`src/rtl/dsp_pkg.sv`:
```
// Shared definitions for the DSP MAC blocks: pipeline latency, the
// accumulator overflow rule and an elaboration-time width check.
package dsp_pkg;

  // Operand, product and accumulator registers (AREG/BREG, MREG, PREG)
  localparam int unsigned MAC_LATENCY = 3;

  // Largest operand widths that still map onto a single DSP48E1 multiplier
  localparam int unsigned A_WIDTH_MAX = 25;
  localparam int unsigned B_WIDTH_MAX = 18;

  // Overflow of one accumulator addition.
  // Unsigned: carry out of the MSB.
  // Signed: both addends share a sign and the sum's sign differs from it.
  function automatic logic add_ovf(
    input logic is_signed,
    input logic a_msb,
    input logic b_msb,
    input logic sum_msb,
    input logic carry
  );
    logic ovf;
    if (is_signed) begin
      ovf = (a_msb == b_msb) && (sum_msb != a_msb);
    end else begin
      ovf = carry;
    end
    return ovf;
  endfunction

endpackage

// Elaboration-time guard on operand/accumulator widths; expands to a
// generate block, so use it in a module body.
`ifndef DSP_WIDTH_CHECK
`define DSP_WIDTH_CHECK(AW, BW, ACCW) \
  if (((AW) < 1) || ((AW) > dsp_pkg::A_WIDTH_MAX) || \
      ((BW) < 1) || ((BW) > dsp_pkg::B_WIDTH_MAX) || \
      ((ACCW) < (AW) + (BW))) begin : g_width_check \
    $error("DSP MAC: illegal widths A=%0d B=%0d ACC=%0d", AW, BW, ACCW); \
  end
`endif

```
`src/rtl/mac_core.sv`:
```
// Three-stage multiply-accumulate datapath, shaped for DSP48 inference.
//   stage 1: operand registers (a, b, first, last, valid)
//   stage 2: product register m = a*b
//   stage 3: accumulator P and sticky overflow
// All registers, valid bits included, advance only while i_ce is high.
// Ports:
//   clk, rst_n          clock, async active-low reset
//   i_ce                pipeline enable
//   i_valid/i_first/i_last, i_a, i_b   sample entering stage 1
//   o_valid, o_last     stage-3 valid and last flag
//   o_acc, o_ovf        accumulator P and sticky overflow
module mac_core
  import dsp_pkg::*;
#(
  parameter int unsigned A_WIDTH   = 8,
  parameter int unsigned B_WIDTH   = 8,
  parameter int unsigned ACC_WIDTH = 48,
  parameter bit          SIGNED    = 1'b0
) (
  input  logic                 clk,
  input  logic                 rst_n,
  input  logic                 i_ce,
  input  logic                 i_valid,
  input  logic                 i_first,
  input  logic                 i_last,
  input  logic [A_WIDTH-1:0]   i_a,
  input  logic [B_WIDTH-1:0]   i_b,
  output logic                 o_valid,
  output logic                 o_last,
  output logic [ACC_WIDTH-1:0] o_acc,
  output logic                 o_ovf
);

  localparam int unsigned P_WIDTH = A_WIDTH + B_WIDTH;

  `DSP_WIDTH_CHECK(A_WIDTH, B_WIDTH, ACC_WIDTH)

  // Stage 1
  logic               r_v1;
  logic               r_f1;
  logic               r_l1;
  logic [A_WIDTH-1:0] r_a;
  logic [B_WIDTH-1:0] r_b;

  // Stage 2
  logic               r_v2;
  logic               r_f2;
  logic               r_l2;
  logic [P_WIDTH-1:0] r_m;

  // Stage 3
  logic                 r_v3;
  logic                 r_l3;
  logic [ACC_WIDTH-1:0] r_p;
  logic                 r_ovf;

  logic [P_WIDTH-1:0]   w_prod;
  logic [ACC_WIDTH-1:0] w_m_ext;
  logic [ACC_WIDTH:0]   w_sum;
  logic                 w_ovf;

  // Full-width product and extension to the accumulator width
  if (SIGNED) begin : g_signed
    assign w_prod  = P_WIDTH'(signed'(r_a)) * P_WIDTH'(signed'(r_b));
    assign w_m_ext = ACC_WIDTH'(signed'(r_m));
  end else begin : g_unsigned
    assign w_prod  = P_WIDTH'(r_a) * P_WIDTH'(r_b);
    assign w_m_ext = ACC_WIDTH'(r_m);
  end

  // Accumulate with one extra bit to expose the unsigned carry
  assign w_sum = {1'b0, r_p} + {1'b0, w_m_ext};
  assign w_ovf = add_ovf(SIGNED, r_p[ACC_WIDTH-1], w_m_ext[ACC_WIDTH-1],
                         w_sum[ACC_WIDTH-1], w_sum[ACC_WIDTH]);

  // Pipeline registers
  always_ff @(posedge clk or negedge rst_n) begin
    if (!rst_n) begin
      r_v1  <= 1'b0;
      r_f1  <= 1'b0;
      r_l1  <= 1'b0;
      r_a   <= '0;
      r_b   <= '0;
      r_v2  <= 1'b0;
      r_f2  <= 1'b0;
      r_l2  <= 1'b0;
      r_m   <= '0;
      r_v3  <= 1'b0;
      r_l3  <= 1'b0;
      r_p   <= '0;
      r_ovf <= 1'b0;
    end else if (i_ce) begin
      r_v1 <= i_valid;
      r_f1 <= i_first;
      r_l1 <= i_last;
      r_a  <= i_a;
      r_b  <= i_b;

      r_v2 <= r_v1;
      r_f2 <= r_f1;
      r_l2 <= r_l1;
      r_m  <= w_prod;

      // A bubble leaves P and overflow untouched
      r_v3 <= r_v2;
      if (r_v2) begin
        r_l3 <= r_l2;
        if (r_f2) begin
          r_p   <= w_m_ext;
          r_ovf <= 1'b0;
        end else begin
          r_p   <= w_sum[ACC_WIDTH-1:0];
          r_ovf <= r_ovf | w_ovf;
        end
      end
    end
  end

  assign o_valid = r_v3;
  assign o_last  = r_l3;
  assign o_acc   = r_p;
  assign o_ovf   = r_ovf;

endmodule

```
`src/rtl/pipelined_mac.sv`:
```
// Streaming multiply-accumulate with valid/ready handshake. Wraps mac_core
// with the clock input buffer, the global stall enable and a registered
// output view of the accumulator stage.
// Ports:
//   clk_p, clk_n        differential clock
//   rst_n               async active-low reset
//   in_valid/in_ready   input handshake; in_first restarts the sum,
//                       in_last marks the end of an accumulation
//   factor_a, factor_b  operands
//   out_valid/out_ready output handshake
//   out_last            in_last of the sample behind this result
//   result              running sum
//   overflow            sticky overflow since the last in_first
module pipelined_mac
  import dsp_pkg::*;
#(
  parameter int unsigned A_WIDTH   = 8,
  parameter int unsigned B_WIDTH   = 8,
  parameter int unsigned ACC_WIDTH = 48,
  parameter bit          SIGNED    = 1'b0
) (
  input  logic                 clk_p,
  input  logic                 clk_n,
  input  logic                 rst_n,
  input  logic                 in_valid,
  output logic                 in_ready,
  input  logic                 in_first,
  input  logic                 in_last,
  input  logic [A_WIDTH-1:0]   factor_a,
  input  logic [B_WIDTH-1:0]   factor_b,
  output logic                 out_valid,
  input  logic                 out_ready,
  output logic                 out_last,
  output logic [ACC_WIDTH-1:0] result,
  output logic                 overflow
);

  logic                 w_clk;
  logic                 w_ce;
  logic                 w_core_valid;
  logic                 w_core_last;
  logic [ACC_WIDTH-1:0] w_core_acc;
  logic                 w_core_ovf;

  logic                 r_out_valid;
  logic                 r_out_last;
  logic [ACC_WIDTH-1:0] r_result;
  logic                 r_overflow;

  // Behavioural stand-in for IBUFDS -> BUFG; with complementary legs this
  // is simply clk_p
  assign w_clk = clk_p & ~clk_n;

  // A held result stalls everything; no skid buffer, so in_ready follows
  assign w_ce     = !(r_out_valid && !out_ready);
  assign in_ready = w_ce;

  mac_core #(
    .A_WIDTH  (A_WIDTH),
    .B_WIDTH  (B_WIDTH),
    .ACC_WIDTH(ACC_WIDTH),
    .SIGNED   (SIGNED)
  ) u_core (
    .clk    (w_clk),
    .rst_n  (rst_n),
    .i_ce   (w_ce),
    .i_valid(in_valid),
    .i_first(in_first),
    .i_last (in_last),
    .i_a    (factor_a),
    .i_b    (factor_b),
    .o_valid(w_core_valid),
    .o_last (w_core_last),
    .o_acc  (w_core_acc),
    .o_ovf  (w_core_ovf)
  );

  // Registered output view of the accumulator stage
  always_ff @(posedge w_clk or negedge rst_n) begin
    if (!rst_n) begin
      r_out_valid <= 1'b0;
      r_out_last  <= 1'b0;
      r_result    <= '0;
      r_overflow  <= 1'b0;
    end else if (w_ce) begin
      r_out_valid <= w_core_valid;
      r_out_last  <= w_core_valid & w_core_last;
      r_result    <= w_core_acc;
      r_overflow  <= w_core_ovf;
    end
  end

  assign out_valid = r_out_valid;
  assign out_last  = r_out_last;
  assign result    = r_result;
  assign overflow  = r_overflow;

endmodule

```
`config.mk`:
```
export PLATFORM = sky130hd
export DESIGN_NAME = pipelined_mac
export DESIGN_NICKNAME = d
export VERILOG_FILES = /design/src/rtl/dsp_pkg.sv /design/src/rtl/mac_core.sv /design/src/rtl/pipelined_mac.sv
export SDC_FILE = /design/constraint.sdc
export NUM_CORES = 1
export LEC_CHECK = 0
export CAP_MARGIN = 20
export CELL_PAD_IN_SITES_DETAIL_PLACEMENT = 1
export CELL_PAD_IN_SITES_GLOBAL_PLACEMENT = 1
export CORE_MARGIN = 2
export CORE_UTILIZATION = 41
export DETAILED_ROUTE_END_ITERATION = 10
export PLACE_DENSITY = 0.8
export SETUP_SLACK_MARGIN = 0.15
export SKIP_LAST_GASP = 1
export SLEW_MARGIN = 20
export SYNTH_ARGS = -nofsm -noshare
export SYNTH_HDL_FRONTEND = slang
export SYNTH_SLANG_ARGS = --single-unit
```
`constraint.sdc`:
```
create_clock -name vclk -period 0.9
set_input_delay 0.18 -clock vclk [all_inputs]
set_output_delay 0.18 -clock vclk [all_outputs]
set_load 0.05 [all_outputs]
```
---- Word-level counts from Yosys, hierarchy flattened ----
Cells that the tools add are included.
word-level totals
  register bits after elaboration ......... 140
  bits in latches ......................... 0
  RAM bits ................................ 0
  memory bits (read-only) ................. 0
  bits of input ports ..................... 23
  output and inout bits ................... 52
  word-level logic and storage cells ...... 30
  memories kept ........................... 0
operators by class
  add/sub/neg operators ................... 1
  multipliers ............................. 1
  divide/modulo/power cells ............... 0
  $lt $le $gt $ge ......................... 0
  equality and inequality tests ........... 0
  shift operators ......................... 0
  muxes and demuxes ....................... 2
  bitwise gates (word level) .............. 5
  reduce and logical (&&, ||, !) cells .... 4
operator list
  operator             number
  $add A48 B16 Y49     1
  $mux W48             1
  $mul A8 B8 Y16       1
  $and A1 B1 Y1        2
  $logic_not A1 Y1     2
  $not A1 Y1           2
  $reduce_and A2 Y1    1
  $logic_and A1 B1 Y1  1
  $mux W1              1
  $or A1 B1 Y1         1

---- Depth between registers and ports, before layout ----
Gate-level depths: netlist (run 1).
  word-level depth ........................ 4
  gate-level depth with buffers ........... 16
  mapped depth without buffers ............ 16

---- Hierarchy ----
From an unflattened synthesis (run 1), not the netlist that was laid out.
unflattened totals
  cell total of the unflattened synthesis .. 844
  area, all modules ....................... 9081.2 um^2
modules (own cells, without submodules)
  module         instances  cells each  area an instance (um^2)  seq. area each (um^2)
  mac_core       1          731         6915.4                   2227.1
  pipelined_mac  1          113         2165.8                   1276.2

==> flow_summary.json, run 1 <==
{
  "gp_congestion": 0.7879,
  "pin_count": 75,
  "vias": 7001,
  "grt_use_total_pct": 18.84,
  "final_layout_size_suffix_gt1_share_pct": 2.791,
  "drt-initial-drc-count": 262,
  "pwr_density_cell_mw_per_mm2": 283.8,
  "fmax_ghz": 1.269,
  "worstMarginPinSlew_ns": 0.9918,
  "hold_buffers": 0,
  "grt_antenna_before_repair": 0,
  "die_area_sq_mm": 0.02261,
  "unclocked_pins": 140,
  "startpoint_type": "input port",
  "fin_crit_ns": 0.7883,
  "first_global_vias": 7345,
  "initial_core_util_pct": 41.78,
  "synth_ff_type": "dfrtp_1",
  "synth_area_leaders": "dfrtp_1 (40%), nand2_1 (12%), fa_1 (8.4%), ha_1 (7.4%), and2_1 (4.1%)",
  "ys_seq_elements": 140,
  "synth.distinct_cells": 55,
  "required_ns": 0.72,
  "core_area_sq_mm": 0.02102,
  "finalSetupViolations": 0,
  "end_kind": "primary output",
  "final_common_cell": "nand2_1",
  "worst_ir_drop_vdd_v": 0.0002446,
  "hold_path.class": "in -> out",
  "cap_violations": 0,
  "synth_nets": 1107,
  "netlist.area_leader.share_pct": 39.89,
  "die_h_microns": 150.4,
  "wl_per_cell_microns": 15.96,
  "worstSetupPathType": "in -> out",
  "slew_headroom_pct": 33.88,
  "setup_slack_ns": 0.1117,
  "fin_nets": 1153,
  "synth_largest_area_cell": "dfrtp_1",
  "period_share_pct": 87.59,
  "fillers": 2465,
  "postSynthCellCount": 995,
  "wirelength_mm": 20.97,
  "antenna_left": 0,
  "crit_fanout": 2,
  "finalHoldViolCount": 0,
  "synth-edff-count": 0,
  "synth.cell_area_sq_mm": 0.008782,
  "diodes": 0,
  "cp-endpoint": "in_ready",
  "grt_overflow": 0,
  "grt_first_pass_wirelength_mm": 35.58,
  "die_w_microns": 150.4,
  "final_cell_mix": "nand2_1 (270), dfrtp_1 (139), clkdlybuf4s50_1 (72)",
  "unconstrained_endpoints": 191,
  "ys_seq_area_share_pct": 39.89,
  "p_total_uw": 2787,
  "avgSynthCellArea_sq_um": 8.826,
  "synthArstFlopShare_pct": 100.0,
  "timing.setup.tns_ns": 0,
  "ys.warnings.count": 0,
  "status": "finished clean",
  "num_rows": 53,
  "drc": 0,
  "cp.arrival_ns": 0.61,
  "place_inst": 1312,
  "crit_start": "out_ready",
  "p_leak_uw": 0.004671,
  "fin_area_sq_mm": 0.009818,
  "grt_start_max_net_pins": 96,
  "place_area_sq_mm": 0.009802,
  "grt_setup_unrepaired": "true",
  "hpwl_mm": 15.38,
  "syn2layout_area_growth_pct": 11.80,
  "viasPerCell": 5.328,
  "post-place-ws_ns": -0.2560,
  "final_cell_count_no_fill": 1314,
  "port_buffers": 75,
  "slew_violations": 0,
  "drt_pre_antenna_iters": 6
}
-- state kept, by name, summed over array words and instances, names as in the netlist --
| signal | count |
|---|---|
| u_core.r_f2 | 1 |
| u_core.o_acc | 48 |
| u_core.r_m | 16 |
| u_core.o_valid | 1 |
| u_core.r_b | 8 |
| u_core.r_v2 | 1 |
| u_core.r_f1 | 1 |
| result | 48 |
| u_core.o_ovf | 1 |
| out_valid | 1 |
| u_core.r_a | 8 |
| u_core.r_v1 | 1 |
| u_core.r_l1 | 1 |
| overflow | 1 |
| out_last | 1 |
| u_core.r_l2 | 1 |
| u_core.o_last | 1 |
-- through the flow --
step                      hold slack [ns]  util, %
after detailed placement            1.115    46.63
after global routing               0.6702    46.71
after CTS                          0.6579    46.67
after global placement              1.113    46.63
after floorplan                    0.7821        -
final                              0.6596    46.71
-- critical path, stage by stage --
cell     delay [ns]
buf_6          0.09
nor2b_4        0.14
inv_4          0.05
buf_12         0.14
-- layout make-up --
cell class                 instances  area, sq um  area share [%]
sequential                       140         3505           35.70
tap                              275        344.1           3.505
timing repair buffer              85        838.3           8.538
inverter                          67        254.0           2.587
multi-input combinational        747         4877           49.68
-- worst min-delay path by stage --
stage	from	endpoint	slack (ns)	depth (start not counted)
after floorplan	out_ready	in_ready	0.78	4
after global placement	out_ready	in_ready	1.11	4
after detailed placement	out_ready	in_ready	1.12	4
after CTS	out_ready	in_ready	0.66	4
after global routing	out_ready	in_ready	0.67	4
final	out_ready	in_ready	0.66	4
-- per-layer routing --
metal  GRT usage (%)  wire length [microns]  part of all wire, %
met2           35.70                  10910                   52
met1           25.12                   9657                   46
met3          0.3636                    292                  1.4
met4           1.321                    102                 0.49
met5               0                      0                    0
-- report_power, final --
part           switching (uW)  leakage (uW)  total, uW  internal [uW]
Sequential                125       0.00178        506            381
Clock                       0             0          0              0
Combinational            1380       0.00289       2280            901
Total                    1500       0.00467       2790           1280
-- repair_timing --
item                                   4_1_cts  5_1_grt
resized for setup                            5        0
endpoints found under the hold margin        0        0
setup endpoints to repair                    1        1
setup buffers                                1        1
-- logic make-up (layout without fill, tap and decap cells) --
family	Yosys count	count (layout)	synth area share, %
fa+ha+maj	89	89	15.84
xor+xnor	27	27	2.693
flops	140	140	39.89
buf+inv	108	152	4.744
compound gates	177	177	12.92
mux	6	6	0.6839
simple gates	448	448	23.22
-- synthesized netlist by cell type, types with 4 or more instances --
master and instances:
a211oi_1 8, a21o_1 6, a21oi_1 48, a221o_1 4, a31o_2 4, a31oi_1 5, and2_1 57, and3_1 8
and4_1 5, clkbuf_1 34, dfrtp_1 140, fa_1 37, ha_1 52, inv_1 66, mux2i_1 6, nand2_1 270
nand2b_1 6, nand3_1 8, nand4_1 12, nor2_1 42, nor2b_1 8, nor3_1 8, nor4_1 4, o211ai_1 9
o21a_1 7, o21ai_0 54, o31ai_1 5, or3_1 9, or4_1 4, xnor2_1 12, xor2_1 15
Note: power is estimated with default switching activity, not from simulation.
==> inputs of run 2 (changes only) <==
- CORE_ASPECT_RATIO: default -> 1.25
==> run 2 against run 1 <==
Against the previous run:
- power rose by 0.42%
- sequential share of layout area increased by 0.12 points
- sequential power is essentially flat
- routed wire length rose by 1.0%
- combinational power hardly changed
- setup slack worse by 0.033 ns
- first-iteration DRC count down 29%
- design area fell by 0.33%
- fmax down 4.1%
- final cell count is 0.46% lower
- critical path depth unchanged
- critical path type unchanged
- critical endpoint unchanged
- largest power group unchanged
==> flow_summary.json, run 2 (synthesized netlist as in run 1, its figures left out) <==
{
  "cpPeakStageDelay_ns": 0.15,
  "worstSetupPathType": "in -> out",
  "critPathSlowestCell": "nor2b_4",
  "busiest_layer": "met2",
  "num_rows": 59,
  "slew_headroom_pct": 26.33,
  "finalHoldViolCount": 0,
  "internal-power_uw": 1283,
  "grt_use_total_pct": 19.26,
  "first_global_vias": 7582,
  "drt-initial-drc-count": 187,
  "initial_core_util_pct": 42.04,
  "grt_setup_unrepaired": "true",
  "use_met2_pct": 37.78,
  "antenna_left": 0,
  "vias": 7024,
  "multi_input_area_sq_mm": 0.004880,
  "diodes": 0,
  "status": "finished clean",
  "fin_nets": 1148,
  "drc": 0,
  "slew_violations": 0,
  "timing.hold.ws_ns": 0.6885,
  "finalSetupViolations": 0,
  "path_cells": "buf_6 > nor2b_4 > inv_4 > buf_12",
  "pwr-share-comb_pct": 81.9,
  "viasPerCell": 5.370,
  "switching_share_pct": 54.15,
  "die_area_sq_mm": 0.02261,
  "wl_per_cell_microns": 16.19,
  "grt_first_pass_wirelength_mm": 36.92,
  "unclocked_pins": 140,
  "final_cell_count_no_fill": 1308,
  "required_ns": 0.72,
  "seq_area_sq_mm": 0.003505,
  "p_total_uw": 2798,
  "place_inst": 1308,
  "startpoint_type": "input port",
  "cp.arrival_ns": 0.64,
  "syn2layout_area_growth_pct": 11.43,
  "hold_path.class": "in -> out",
  "pin_count": 75,
  "fillers": 2449,
  "crit_family": "buffers and inverters",
  "p_leak_uw": 0.004647,
  "hpwl_mm": 15.80,
  "grt_overflow": 0,
  "die_w_microns": 134.9,
  "clockPowerShare_pct": 0,
  "final_common_cell": "nand2_1",
  "wirelength_mm": 21.18,
  "pwr_density_cell_mw_per_mm2": 286.0,
  "cp_num_buf_inv": 3,
  "final_cell_mix": "nand2_1 (269), dfrtp_1 (139), clkdlybuf4s50_1 (72)",
  "gp_congestion": 0.8247,
  "post-route-util_pct": 46.84,
  "worstMarginPinSlew_ns": 1.103,
  "fmax_ghz": 1.217,
  "core_area_sq_mm": 0.02089,
  "grt_use_met3_pct": 0.06055,
  "switchingPower_uw": 1515,
  "end_kind": "primary output",
  "p_seq_share_pct": 18.1,
  "drt_pre_antenna_iters": 4,
  "grt_use_met1_pct": 24.37,
  "port_buffers": 75,
  "grt_start_max_net_pins": 107,
  "die_h_microns": 167.6,
  "fin_crit_ns": 0.8218,
  "unconstrained_endpoints": 191,
  "grt_antenna_before_repair": 0,
  "worst_ir_drop_vdd_v": 0.0002575,
  "final_layout_size_suffix_gt1_share_pct": 2.418,
  "cap_violations": 0,
  "crit_fanout": 2,
  "period_share_pct": 91.31
}
[run 2: cell count changes in the layout (fill, tap and decap cells not counted), sizes merged]
cell / before / now
buf: 13 / 8
[run 2: timing repair]
action / in CTS / in global routing
hold buffers: 0 / 0
setup buffers: 0 / 0
setup endpoints to repair: 1 / 1
resized for setup: 5 / 0
pin swaps: 0 / 0
[run 2: tightest hold or removal path: cells and delay by family]
family	cells	cell delay, ns
buffers and inverters	3	0.27
AND/OR/NAND/NOR	1	0.04
[run 2: path summary, 6_finish.rpt]
kind / from / endpoint / slack [ns] / cells after the start
max: out_ready / in_ready / 0.08 / 4
min: out_ready / in_ready / 0.69 / 4
[run 2: metal layers]
metal  wire length (microns)  up-vias  part of all wire (%)
met5                       0        -                     0
met4                     184        0                  0.87
met3                     147       12                  0.69
met2                   11810       49                    56
met1                    9037     3585                    43
li1                        -     3378                     -
[run 2: area by class of cell]
class                   instances  area share (%)
flip-flops and latches        140           35.81
well taps                     274           3.503
multi-input cells             747           49.87
inverters                      67           2.596
repair buffers                 80           8.221
[run 2: per-stage QoR]
step | worst slack [ns] | setup TNS, ns | instance area, sq um
after floorplan | 0.06892 | 0 | 8810
after global placement | -0.3212 | -0.3212 | 9781
after detailed placement | -0.3114 | -0.3114 | 9781
after CTS | 0.05977 | 0 | 9782
after global routing | 0.04684 | 0 | 9786
final | 0.07824 | 0 | 9786
[run 2: power by group through the flow]
stage	clock, uW	combinational (uW)	sequential (uW)
CTS	0	2360	510
global route	0	2650	523
detailed placement	0	2340	509
finish	0	2290	508
floorplan	0	1540	546
global placement	0	2250	507
